`src/rtl/fetch_pkg.sv`:
```
// Shared types and constants for the instruction fetch sequencer: FSM state
// encoding, register FunSel codes and the Moore output decode.
package fetch_pkg;

    typedef enum logic [2:0] {
        IDLE   = 3'd0,
        REQ_LO = 3'd1,
        WR_LO  = 3'd2,
        REQ_HI = 3'd3,
        WR_HI  = 3'd4,
        DONE   = 3'd5,
        ERR    = 3'd6
    } fetch_state_t;

    // FunSel codes understood by the IR and PC registers.
    localparam logic [2:0] FS_DEC      = 3'b000;
    localparam logic [2:0] FS_INC      = 3'b001;
    localparam logic [2:0] FS_LOAD     = 3'b010;
    localparam logic [2:0] FS_CLR      = 3'b011;
    localparam logic [2:0] FS_CLR_WRLO = 3'b100;
    localparam logic [2:0] FS_WRLO     = 3'b101;
    localparam logic [2:0] FS_WRHI     = 3'b110;
    localparam logic [2:0] FS_SEXT     = 3'b111;

    typedef struct packed {
        logic        mem_req;
        logic        ir_e;
        logic [2:0]  ir_funsel;
        logic [15:0] ir_i;
        logic        pc_e;
        logic [2:0]  pc_funsel;
        logic        busy;
        logic        done;
        logic        error;
    } fetch_outs_t;

    // Moore output values for a given state; byte_val feeds IR_I in write states.
    function automatic fetch_outs_t moore_outputs(input fetch_state_t s,
                                                  input logic [7:0] byte_val);
        fetch_outs_t o;
        // NOTE: every field gets a default before the case, so no path leaves
        // a field unassigned (the same rule that prevents latches in always_comb).
        o = '0;
        case (s)
            REQ_LO, REQ_HI: begin
                o.mem_req = 1'b1;
                o.busy    = 1'b1;
            end
            WR_LO: begin
                o.ir_e      = 1'b1;
                o.ir_funsel = FS_CLR_WRLO;
                o.ir_i      = {8'h00, byte_val};
                o.pc_e      = 1'b1;
                o.pc_funsel = FS_INC;
                o.busy      = 1'b1;
            end
            WR_HI: begin
                o.ir_e      = 1'b1;
                o.ir_funsel = FS_WRHI;
                o.ir_i      = {8'h00, byte_val};
                o.pc_e      = 1'b1;
                o.pc_funsel = FS_INC;
                o.busy      = 1'b1;
            end
            DONE: begin
                o.busy = 1'b1;
                o.done = 1'b1;
            end
            ERR: begin
                o.error = 1'b1;
            end
            default: ;
        endcase
        return o;
    endfunction

endpackage

```
`src/rtl/fetch_sequencer_if.sv`:
```
// Byte-wide memory read bus between the fetch sequencer and instruction memory.
interface fetch_sequencer_if;

    logic        MemReq;
    logic [15:0] MemAddr;
    logic [7:0]  MemData;
    logic        MemAck;

    modport master (
        output MemReq,
        output MemAddr,
        input  MemData,
        input  MemAck
    );

    modport slave (
        input  MemReq,
        input  MemAddr,
        output MemData,
        output MemAck
    );

endinterface

```
`src/rtl/fetch_timeout_counter.sv`:
```
// Counts consecutive un-acknowledged request cycles and flags when the
// TIMEOUT_CYCLES-th such cycle is in progress.
module fetch_timeout_counter #(
    parameter int TIMEOUT_CYCLES = 16
) (
    input  logic Clock,
    input  logic Reset,
    input  logic clear,
    input  logic count_en,
    output logic expired
);

    localparam logic [7:0] LAST_COUNT = 8'(TIMEOUT_CYCLES - 1);

    logic [7:0] count;

    // Cleared outside request states, so each request state starts from zero.
    always_ff @(posedge Clock) begin
        if (Reset || clear) begin
            count <= '0;
        end else if (count_en) begin
            count <= count + 8'd1;
        end
    end

    // Expiry only while still waiting; an ack in the same cycle drops count_en.
    assign expired = count_en && (count == LAST_COUNT);

endmodule

```
`src/rtl/fetch_sequencer.sv`:
```
// Two-byte instruction fetch sequencer: reads the low byte at PC, writes it to
// IR and increments PC, then does the same for the high byte at PC+1.
// Optional feature macro: FETCH_TIMEOUT_EN (aborts a request to ERR after
// TIMEOUT_CYCLES consecutive cycles without MemAck).
module fetch_sequencer
    import fetch_pkg::*;
#(
    parameter int TIMEOUT_CYCLES = 16
) (
    input  logic                     Clock,
    input  logic                     Reset,
    input  logic                     Start,
    input  logic [15:0]              PCQ,
    fetch_sequencer_if.master        mem,
    output logic                     IR_E,
    output logic [2:0]               IR_FunSel,
    output logic [15:0]              IR_I,
    output logic                     PC_E,
    output logic [2:0]               PC_FunSel,
    output logic                     Busy,
    output logic                     Done,
    output logic                     Error
);

    if (TIMEOUT_CYCLES < 2 || TIMEOUT_CYCLES > 255) begin : g_bad_timeout
        $error("fetch_sequencer: TIMEOUT_CYCLES must be in 2..255");
    end

    fetch_state_t state;
    fetch_outs_t  outs;
    logic [7:0]   byte_latch;
    logic         timeout;

`ifdef FETCH_TIMEOUT_EN
    logic in_req;

    assign in_req = (state == REQ_LO) || (state == REQ_HI);

    fetch_timeout_counter #(
        .TIMEOUT_CYCLES(TIMEOUT_CYCLES)
    ) u_timeout (
        .Clock    (Clock),
        .Reset    (Reset),
        .clear    (!in_req),
        .count_en (in_req && !mem.MemAck),
        .expired  (timeout)
    );

    assign Error = outs.error;
`else
    logic unused_error_bit;

    // Requests wait forever, so ERR is never entered and its flag bit is parked.
    assign timeout          = 1'b0;
    assign unused_error_bit = outs.error;
    assign Error            = 1'b0;
`endif

    // FSM: state, byte latch and registered Moore outputs move together.
    always_ff @(posedge Clock) begin
        // NOTE: non-blocking assignments only, so every register samples
        // pre-edge values regardless of statement order.
        if (Reset) begin
            state      <= IDLE;
            // NOTE: the byte latch is reset so IR_I never exposes a stale byte.
            byte_latch <= 8'h00;
            outs       <= moore_outputs(IDLE, 8'h00);
        end else begin
            case (state)
                IDLE: begin
                    if (Start) begin
                        state <= REQ_LO;
                        outs  <= moore_outputs(REQ_LO, byte_latch);
                    end
                end
                REQ_LO: begin
                    if (mem.MemAck) begin
                        byte_latch <= mem.MemData;
                        state      <= WR_LO;
                        outs       <= moore_outputs(WR_LO, mem.MemData);
                    end else if (timeout) begin
                        state <= ERR;
                        outs  <= moore_outputs(ERR, byte_latch);
                    end
                end
                WR_LO: begin
                    state <= REQ_HI;
                    outs  <= moore_outputs(REQ_HI, byte_latch);
                end
                REQ_HI: begin
                    if (mem.MemAck) begin
                        byte_latch <= mem.MemData;
                        state      <= WR_HI;
                        outs       <= moore_outputs(WR_HI, mem.MemData);
                    end else if (timeout) begin
                        state <= ERR;
                        outs  <= moore_outputs(ERR, byte_latch);
                    end
                end
                WR_HI: begin
                    state <= DONE;
                    outs  <= moore_outputs(DONE, byte_latch);
                end
                DONE: begin
                    state <= IDLE;
                    outs  <= moore_outputs(IDLE, byte_latch);
                end
                ERR: begin
                    if (Start) begin
                        state <= REQ_LO;
                        outs  <= moore_outputs(REQ_LO, byte_latch);
                    end
                end
                default: begin
                    state <= IDLE;
                    outs  <= moore_outputs(IDLE, byte_latch);
                end
            endcase
        end
    end

    // The address follows the live PC only while a byte request is outstanding.
    assign mem.MemReq  = outs.mem_req;
    assign mem.MemAddr = outs.mem_req ? PCQ : 16'h0000;

    assign IR_E      = outs.ir_e;
    assign IR_FunSel = outs.ir_funsel;
    assign IR_I      = outs.ir_i;
    assign PC_E      = outs.pc_e;
    assign PC_FunSel = outs.pc_funsel;
    assign Busy      = outs.busy;
    assign Done      = outs.done;

endmodule

```
`src/flat_wrapper.sv`:
```
// flat-port wrapper written by rule: the top's interface ports become plain ports
module fetch_sequencer_flat import fetch_pkg::*;
#(
    parameter int TIMEOUT_CYCLES = 16
)
  (Clock, Reset, Start, PCQ, IR_E, IR_FunSel, IR_I, PC_E, PC_FunSel, Busy, Done, Error, mem_MemReq, mem_MemAddr, mem_MemData, mem_MemAck);
  fetch_sequencer_if mem_i ();
  input  logic Clock;
  input  logic Reset;
  input  logic Start;
  input  logic [15:0] PCQ;
  output logic IR_E;
  output logic [2:0] IR_FunSel;
  output logic [15:0] IR_I;
  output logic PC_E;
  output logic [2:0] PC_FunSel;
  output logic Busy;
  output logic Done;
  output logic Error;
  output wire logic [$bits(mem_i.MemReq)-1:0] mem_MemReq;
  output wire logic [$bits(mem_i.MemAddr)-1:0] mem_MemAddr;
  input wire logic [$bits(mem_i.MemData)-1:0] mem_MemData;
  input wire logic [$bits(mem_i.MemAck)-1:0] mem_MemAck;
  assign mem_MemReq = mem_i.MemReq;
  assign mem_MemAddr = mem_i.MemAddr;
  assign mem_i.MemData = mem_MemData;
  assign mem_i.MemAck = mem_MemAck;
  fetch_sequencer #(.TIMEOUT_CYCLES(TIMEOUT_CYCLES)) u_core (.Clock(Clock), .Reset(Reset), .Start(Start), .PCQ(PCQ), .mem(mem_i), .IR_E(IR_E), .IR_FunSel(IR_FunSel), .IR_I(IR_I), .PC_E(PC_E), .PC_FunSel(PC_FunSel), .Busy(Busy), .Done(Done), .Error(Error));
endmodule
```
`config.mk`:
```
export PLATFORM = sky130hd
export DESIGN_NAME = fetch_sequencer_flat
export DESIGN_NICKNAME = d
export VERILOG_FILES = /design/src/rtl/fetch_pkg.sv /design/src/rtl/fetch_sequencer_if.sv /design/src/rtl/fetch_timeout_counter.sv /design/src/rtl/fetch_sequencer.sv /design/src/flat_wrapper.sv
export SDC_FILE = /design/constraint.sdc
export NUM_CORES = 1
export LEC_CHECK = 0
export CAP_MARGIN = 25
export CELL_PAD_IN_SITES_DETAIL_PLACEMENT = 1
export CELL_PAD_IN_SITES_GLOBAL_PLACEMENT = 2
export CORE_MARGIN = 3
export CORE_UTILIZATION = 27
export CTS_BUF_LIST = sky130_fd_sc_hd__clkbuf_4 sky130_fd_sc_hd__clkbuf_8 sky130_fd_sc_hd__clkbuf_16
export CTS_CLUSTER_SIZE = 16
export DETAILED_ROUTE_END_ITERATION = 6
export DONT_BUFFER_PORTS = 1
export PLACE_DENSITY_LB_ADDON = 0.05
export SYNTH_ARGS = -nofsm -noshare
export SYNTH_HDL_FRONTEND = slang
export SYNTH_HIERARCHICAL = 1
export SYNTH_SLANG_ARGS = --single-unit
```
`constraint.sdc`:
```
create_clock -name Clock -period 1.25 [get_ports Clock]
set_input_delay 0.25 -clock Clock [delete_from_list [all_inputs] [get_ports Clock]]
set_output_delay 0.25 -clock Clock [all_outputs]
set_load 0.005 [all_outputs]
```
==> impl_metrics.json, run 1 <==
{
  "grtUsageMet2_pct": 16.2,
  "fp-row-count": 19,
  "slowest_delay_ns": 0.41,
  "setup_viol_count_final": 0,
  "status": "finished, final reports clean",
  "htree_levels": 1,
  "nFillCells": 328,
  "synth_cells": 87,
  "core_um2": 2830,
  "placed_cells": 114,
  "ir_drop_v": 0.000392,
  "pwr-share-clk_pct": 26.2,
  "synth_edf_count": 0,
  "syn_area_per_cell_um2": 9.52,
  "switchingPower_uw": 383,
  "via_per_inst": 5.02,
  "rsz0062_at_grt": "true",
  "die_area_um2": 3770,
  "clock_latency_ns": 0.28,
  "max_freq_mhz": 802,
  "root_buffer": "clkbuf_4",
  "antenna_found_initial": 0,
  "hold_viol": 0,
  "holdCritPathClass": "input pin to flip-flop",
  "ys_dominant_reg_cell": "dfxtp_1",
  "grt_pass1_vias": 583,
  "ys_ff_latch": 16,
  "cts_buffer_depth": 2,
  "ios": 72,
  "holdWs_ns": 0.0513,
  "crit_required_ns": 1.48,
  "grt.met3_usage_pct": 3.98,
  "track_usage_pct": 9.77,
  "grt_busiest_layer": "met2",
  "drive_above_1_share_pct": 33.3,
  "skew_ns": 0.00626,
  "netlist_area_um2": 828,
  "p_per_area_nw_per_um2": 1370,
  "sequentialPowerShare_pct": 46.7,
  "fin_crit_sh_pct": 99.7,
  "grt.overflow.total": 0,
  "port_buffers": 0,
  "critPathCaptureType": "flip-flop",
  "cts_buffers": 3,
  "arrival_ns": 1.48,
  "dp_slack_ns": -0.260,
  "p_int_uw": 931,
  "use_met1_pct": 11.0,
  "areaGrowthSynthToFinish_pct": 16.2,
  "drc_errors": 0,
  "yosys.area.top_type": "dfxtp_1",
  "setup.worst_path.start_class": "flip-flop",
  "crit_chain": "or3b_4 -> o31ai_4 -> buf_4 -> a32o_2",
  "detailed_place_hpwl_mm": 1.43,
  "path_clk_slew_ns": 0.10,
  "p_leak_uw": 0.000450,
  "place.gp.congestion": 0.658,
  "switching_share_pct": 29.1,
  "grt_max_degree": 19,
  "n_antenna_cell": 0,
  "clock_sinks": 16,
  "comb_power_share_pct": 27.1,
  "die_h_um": 61.4,
  "drtAntennaViolNets": 0,
  "start_util_pct": 29.3,
  "dr_total_vias": 637,
  "setup.worst_path.class": "flip-flop to flip-flop",
  "finalMaxSlewViolations": 0,
  "grt_pass1_wl_mm": 2.67,
  "nets": 125,
  "layout.cells.non_filler": 127,
  "drt_iter0_drc": 21,
  "async_flop_share_pct": 0,
  "fin_total_pwr_uw": 1310,
  "die_w_um": 61.4,
  "max_cap_viol_count": 0,
  "synth_warnings": 6,
  "fin_ws_ns": 0.00389,
  "routed_wl_mm": 1.89,
  "synthDistinctLibCells": 27,
  "fin_area_um2": 962,
  "wl_per_cell_um": 14.9,
  "min_period_ns": 1.25,
  "drtPass1Iterations": 3,
  "cts_tree": "yes",
  "slowest_stage": "or3b_4",
  "yosys-top-cells-area": "dfxtp_1 (39%), buf_4 (14%), and2_1 (12%)",
  "path_max_fanout": 5,
  "synth_top_area_share_pct": 38.7,
  "place_area_um2": 813,
  "yosysSeqAreaShare_pct": 38.7
}
## placed cells by master (no fill, tap or decap)
cell            n
dfxtp_4         3
o31ai_4         1
buf_4          11
or3b_4          1
o31a_4          1
dlygate4sd3_1   2
clkbuf_4        3
a32oi_1         1
o22ai_1         1
dfxtp_1        13
a32o_2          8
o2bb2ai_1       1
nor2_1          3
xor2_2          1
buf_6           1
and3b_1         1
and2_1         16
conb_1         12
nand2_1         2
inv_1           3
nor4_1          1
a21oi_1         1
a31o_1          2
o21ai_0         2
mux2i_1         1
and2_2          1
a32o_1          1
o221a_1         1
clkbuf_8        1
## metrics by stage
stage / util [%] / setup TNS [ns]
after floorplan: - / 0
after global placement: 28.7 / -2.56
after detailed placement: 28.7 / -2.73
after CTS: 33.3 / 0
after global routing: 34.0 / -0.313
final: 34.0 / 0
## worst paths after layout
path | startpoint | slack (ns) | cells past startpoint | endpoint
setup / recovery | u_core/state[2]$_SDFFE_PP0P_ | 0.004 | 4 | u_core/IR_I[4]$_SDFFE_PP0P_
hold / removal | Reset | 0.05 | 1 | u_core/state[0]$_SDFFE_PP0P_
setup reg to reg | u_core/state[2]$_SDFFE_PP0P_ | 0.004 | 4 | u_core/IR_I[4]$_SDFFE_PP0P_
hold reg to reg | u_core/IR_I[3]$_SDFFE_PP0P_ | 0.54 | 1 | u_core/IR_I[3]$_SDFFE_PP0P_
## cell families (layout without fill, tap and decap cells)
family | Yosys count | count (layout) | synth area share, %
multiplexers | 1 | 1 | 1.21
AO/OA/AOI/OAI | 20 | 20 | 22.4
buffers and inverters | 23 | 21 | 18.3
flip-flops | 16 | 16 | 38.7
AND/OR/NAND/NOR | 25 | 25 | 18.0
other | 1 | 12 | 0.453
XOR/XNOR | 1 | 1 | 1.06
## worst max-delay path, delay by kind of cell, from the launching register on
| family | cells | cell delay [ns] |
|---|---|---|
| simple gates | 1 | 0.41 |
| compound gates | 2 | 0.24 |
| buf+inv | 1 | 0.17 |
| flops | 1 | 0.38 |
## routing by layer
metal | up-vias | part of all wire [%]
met3 | 2 | 12
li1 | 299 | -
met1 | 293 | 36
met5 | - | 0
met2 | 43 | 51
met4 | 0 | 0.53
## state kept, by name, indices dropped and copies added (netlist names)
| signal | flops |
|---|---|
| u_core/Busy | 1 |
| u_core/mem.MemReq | 1 |
| u_core/PC_E | 1 |
| u_core/Done | 1 |
| u_core/IR_I | 8 |
| u_core/IR_FunSel | 1 |
| u_core/state | 3 |
## synthesized netlist by cell type, types with 2 or more instances
cell type and count:
a31o_1 2, a32o_2 8, and2_1 16, buf_4 15, clkbuf_1 3, dfxtp_1 16
inv_1 3, nand2_1 2, nor2_1 3, o21ai_0 2
## final cells by class
cell class,instances,area (µm²),area share [%]
flip-flops and latches,16,332,34.5
well taps,31,38.8,4.03
multi-input cells,59,430,44.7
inverters,3,11.3,1.17
clock buffers,4,36.3,3.77
repair buffers,14,114,11.8
## repair_timing
item                                    in CTS  in global routing
setup buffers                                6                  1
hold endpoints to repair                     1                  1
endpoints found under the setup margin      28                 28
hold buffers                                 1                  1
gates resized for setup                     10                  1
pin swaps                                    2                  8
## power groups by stage
stage	sequential (µW)	combinational, µW	clock [µW]
after floorplan	604	259	0
after global placement	628	253	0
after detailed placement	629	252	0
after CTS	616	343	363
after global routing	632	397	383
final	613	356	344
Power figures use the tool's default switching activity.
==> run 2: changes to the inputs <==
--- a/config.mk
+++ b/config.mk
@@ -5,11 +5,12 @@
 export SDC_FILE = /design/constraint.sdc
 export NUM_CORES = 1
 export LEC_CHECK = 0
+export ABC_AREA = 1
 export CAP_MARGIN = 25
 export CELL_PAD_IN_SITES_DETAIL_PLACEMENT = 1
 export CELL_PAD_IN_SITES_GLOBAL_PLACEMENT = 2
 export CORE_MARGIN = 3
-export CORE_UTILIZATION = 27
+export CORE_UTILIZATION = 26
 export CTS_BUF_LIST = sky130_fd_sc_hd__clkbuf_4 sky130_fd_sc_hd__clkbuf_8 sky130_fd_sc_hd__clkbuf_16
 export CTS_CLUSTER_SIZE = 16
 export DETAILED_ROUTE_END_ITERATION = 6
==> constraint.sdc (replaced) <==
create_clock -name Clock -period 1.25 [get_ports Clock]
set_input_delay 0.25 -clock Clock [delete_from_list [all_inputs] [get_ports Clock]]
set_output_delay 0.25 -clock Clock [all_outputs]
set_load 0.1 [all_outputs]
==> run 2 against run 1 <==
  * The run now ends with negative setup slack left
  * Clock power is 32% higher
  * Total power rose to 4.1 times the previous value
  * Worst setup slack worse by 0.12 ns
  * Core utilization rose by 18 points
  * Die area rose by 31%
  * Critical path depth unchanged
  * Highest routed layer unchanged
  * Clock skew is 0.0055 ns higher
  * Global-route usage grew 5.3 points
==> impl_metrics.json, run 2 <==
{
  "grtUsageMet2_pct": 25.9,
  "ctsHoldBuffers": 0,
  "max_cap_viol_count": 0,
  "setup.worst_path.class": "flip-flop to output pin",
  "fin_total_pwr_uw": 5410,
  "grt.met3_usage_pct": 3.02,
  "synth_xor_xnor_area_share_pct": 0,
  "multi_input_area_um2": 683,
  "seqCellArea_um2": 339,
  "cts_buffer_depth": 2,
  "syn_area_per_cell_um2": 6.34,
  "die_w_um": 70.2,
  "dr_total_vias": 1219,
  "root_buffer": "clkbuf_8",
  "via_per_inst": 4.88,
  "wl_per_cell_um": 15.7,
  "yosysSeqAreaShare_pct": 29.9,
  "pwr-share-clk_pct": 8.4,
  "die_h_um": 70.2,
  "drt_iter0_drc": 17,
  "path_clk_slew_ns": 0.08,
  "async_flop_share_pct": 0,
  "tns_ns": -1.74,
  "synth-compound-area-share_pct": 7.23,
  "areaGrowthSynthToFinish_pct": 87.2,
  "synth_mux_area_share_pct": 0,
  "track_usage_pct": 15.0,
  "max_freq_mhz": 730,
  "p_leak_uw": 0.000847,
  "hold_viol": 0,
  "cts_buffers": 3,
  "start_util_pct": 28.0,
  "grt_pass1_vias": 1194,
  "routed_wl_mm": 3.93,
  "grt.overflow.total": 0,
  "placed_cells": 241,
  "violations": "negative setup slack",
  "netlist_area_um2": 1070,
  "rsz0062_at_grt": "true",
  "comb_power_share_pct": 76.6,
  "fp-row-count": 22,
  "antenna_found_initial": 0,
  "grt_pass1_wl_mm": 5.87,
  "fin_crit_sh_pct": 110,
  "place.gp.congestion": 0.849,
  "cts_tree": "yes",
  "finalMaxSlewViolations": 0,
  "ys_ff_latch": 16,
  "clock_sinks": 16,
  "htree_levels": 1,
  "port_buffers": 0,
  "crit_chain": "buf_12 -> nand2_4 -> clkinvlp_4 -> buf_12",
  "synth_simple_gate_area_share_pct": 37.5,
  "setup_viol_count_final": 17,
  "core_um2": 3830,
  "ir_drop_v": 0.000892,
  "synth_top_area_share_pct": 29.9,
  "final_cell_mix": "buf_12 (32), nand2_1 (28), nand4_1 (17), clkinvlp_4 (16), nand2_4 (15)",
  "synth_edf_count": 0,
  "p_int_uw": 2270,
  "holdCritPathClass": "input pin to flip-flop",
  "clock_latency_ns": 0.26,
  "grt_busiest_layer": "met2",
  "detailed_place_hpwl_mm": 2.78,
  "die_area_um2": 4930,
  "final_common_cell": "buf_12",
  "drive_above_1_share_pct": 48.0,
  "drc_errors": 0,
  "utilization_pct": 52.5,
  "yosys-top-cells-area": "dfxtp_1 (30%), nand2_1 (16%), buf_4 (14%)",
  "synth_top_family_by_area": "simple AND/OR/NAND/NOR gates",
  "path_common_cell": "buf_12",
  "nets": 231,
  "crit_required_ns": 1.00,
  "slowest_delay_ns": 0.37,
  "path_max_fanout": 7,
  "critPathCaptureType": "output pin",
  "status": "finished, violations left",
  "synth_warnings": 6,
  "grt_max_degree": 20,
  "nFillCells": 436,
  "fin_ws_ns": -0.120,
  "dp_slack_ns": 0.00289,
  "arrival_ns": 1.12,
  "layout.cells.non_filler": 250,
  "p_per_area_nw_per_um2": 2700,
  "drtAntennaViolNets": 0,
  "synthAdderAreaFrac_pct": 0,
  "synthDistinctLibCells": 19,
  "synth_cells": 169,
  "ys_dominant_reg_cell": "dfxtp_1",
  "switchingPower_uw": 3140,
  "synth.cells.most_frequent": "nand2_1 (47), buf_4 (20), inv_1 (20), nand4_1 (17), dfxtp_1 (16)",
  "use_met1_pct": 18.0,
  "slowest_stage": "dfxtp_4",
  "min_period_ns": 1.37,
  "n_antenna_cell": 0,
  "ios": 72,
  "switching_share_pct": 58.0,
  "yosys.area.top_type": "dfxtp_1",
  "setup.worst_path.start_class": "flip-flop",
  "largest_reg_flops": 8,
  "skew_ns": 0.0117,
  "drtPass1Iterations": 4,
  "sequentialPowerShare_pct": 15.0,
  "synth.most_common_cell": "nand2_1"
}
[run 2: changes by cell type in the layout (fill, tap and decap cells not counted), sizes merged, moves of 3 or more]
cell      before  now
nand3          0   12
clkinvlp       0   16
a32o           9    0
a21oi          1   13
nand4          0   17
nand2          2   50
buf           12   43
and2          17    0
inv            3    6
nor2           3    9
[run 2: final timing paths]
kind	from	to	slack [ns]	cells after the start
worst max-delay path	u_core/mem.MemReq$_SDFFE_PP0P_	mem_MemAddr[4]	-0.12	4
worst min-delay path	Reset	u_core/PC_E$_SDFFE_PP0P_	0.04	1
worst max register to register	u_core/state[1]$_SDFFE_PP0P_	u_core/state[0]$_SDFFE_PP0P_	0.02	7
worst min register to register	u_core/IR_I[0]$_SDFFE_PP0P_	u_core/IR_I[0]$_SDFFE_PP0P_	0.51	2
[run 2: per-stage QoR]
| stage | instance area (µm²) | hold slack (ns) |
|---|---|---|
| 2_1_floorplan | 1240 | 0.319 |
| 6_report | 2010 | 0.0386 |
| 5_1_grt | 2010 | 0.0286 |
| 3_3_place_gp | 1740 | 0.313 |
| 3_5_place_dp | 1740 | 0.315 |
| 4_1_cts | 1890 | 0.0336 |
[run 2: cell type report]
class                           instances  share of cell area, %
Timing Repair Buffer                   43                   36.2
Tap cell                               48                   2.99
Clock buffer                            4                   2.43
Sequential cell                        16                   16.9
Inverter                               23                   7.42
Multi-Input combinational cell        116                   34.0
[run 2: routing by layer]
metal,routed length (µm),vias up
li1,-,577
met1,1590,578
met2,2010,59
met3,272,5
met4,53,0
met5,0,-
[run 2: cell families (layout without fill, tap and decap cells)]
family                 Yosys count  count (layout)
other                            1              12
flip-flops                      16              16
AO/OA/AOI/OAI                   15              15
buffers and inverters           49              70
AND/OR/NAND/NOR                 88              89
[run 2: worst max-delay path: cells and delay by family (launching register included)]
| kind | cells | cell delay [ns] |
|---|---|---|
| and+or+nand+nor | 1 | 0.07 |
| buffers and inverters | 3 | 0.42 |
| DFF | 1 | 0.37 |
[run 2: power by group through the flow]
stage | sequential (µW) | combinational [µW] | clock [µW]
3_3_place_gp | 832 | 3570 | 0
4_1_cts | 777 | 3940 | 462
5_1_grt | 827 | 4320 | 488
6_report | 812 | 4150 | 453
3_5_place_dp | 847 | 3620 | 0
2_1_floorplan | 1270 | 2220 | 0
[run 2: repair_timing]
action / 4_1_cts / 5_1_grt
cloned: 1 / 0
pin swaps: 1 / 3
setup endpoints to repair: 22 / 33
resized for setup: 20 / 23
buffers inserted: 3 / 1
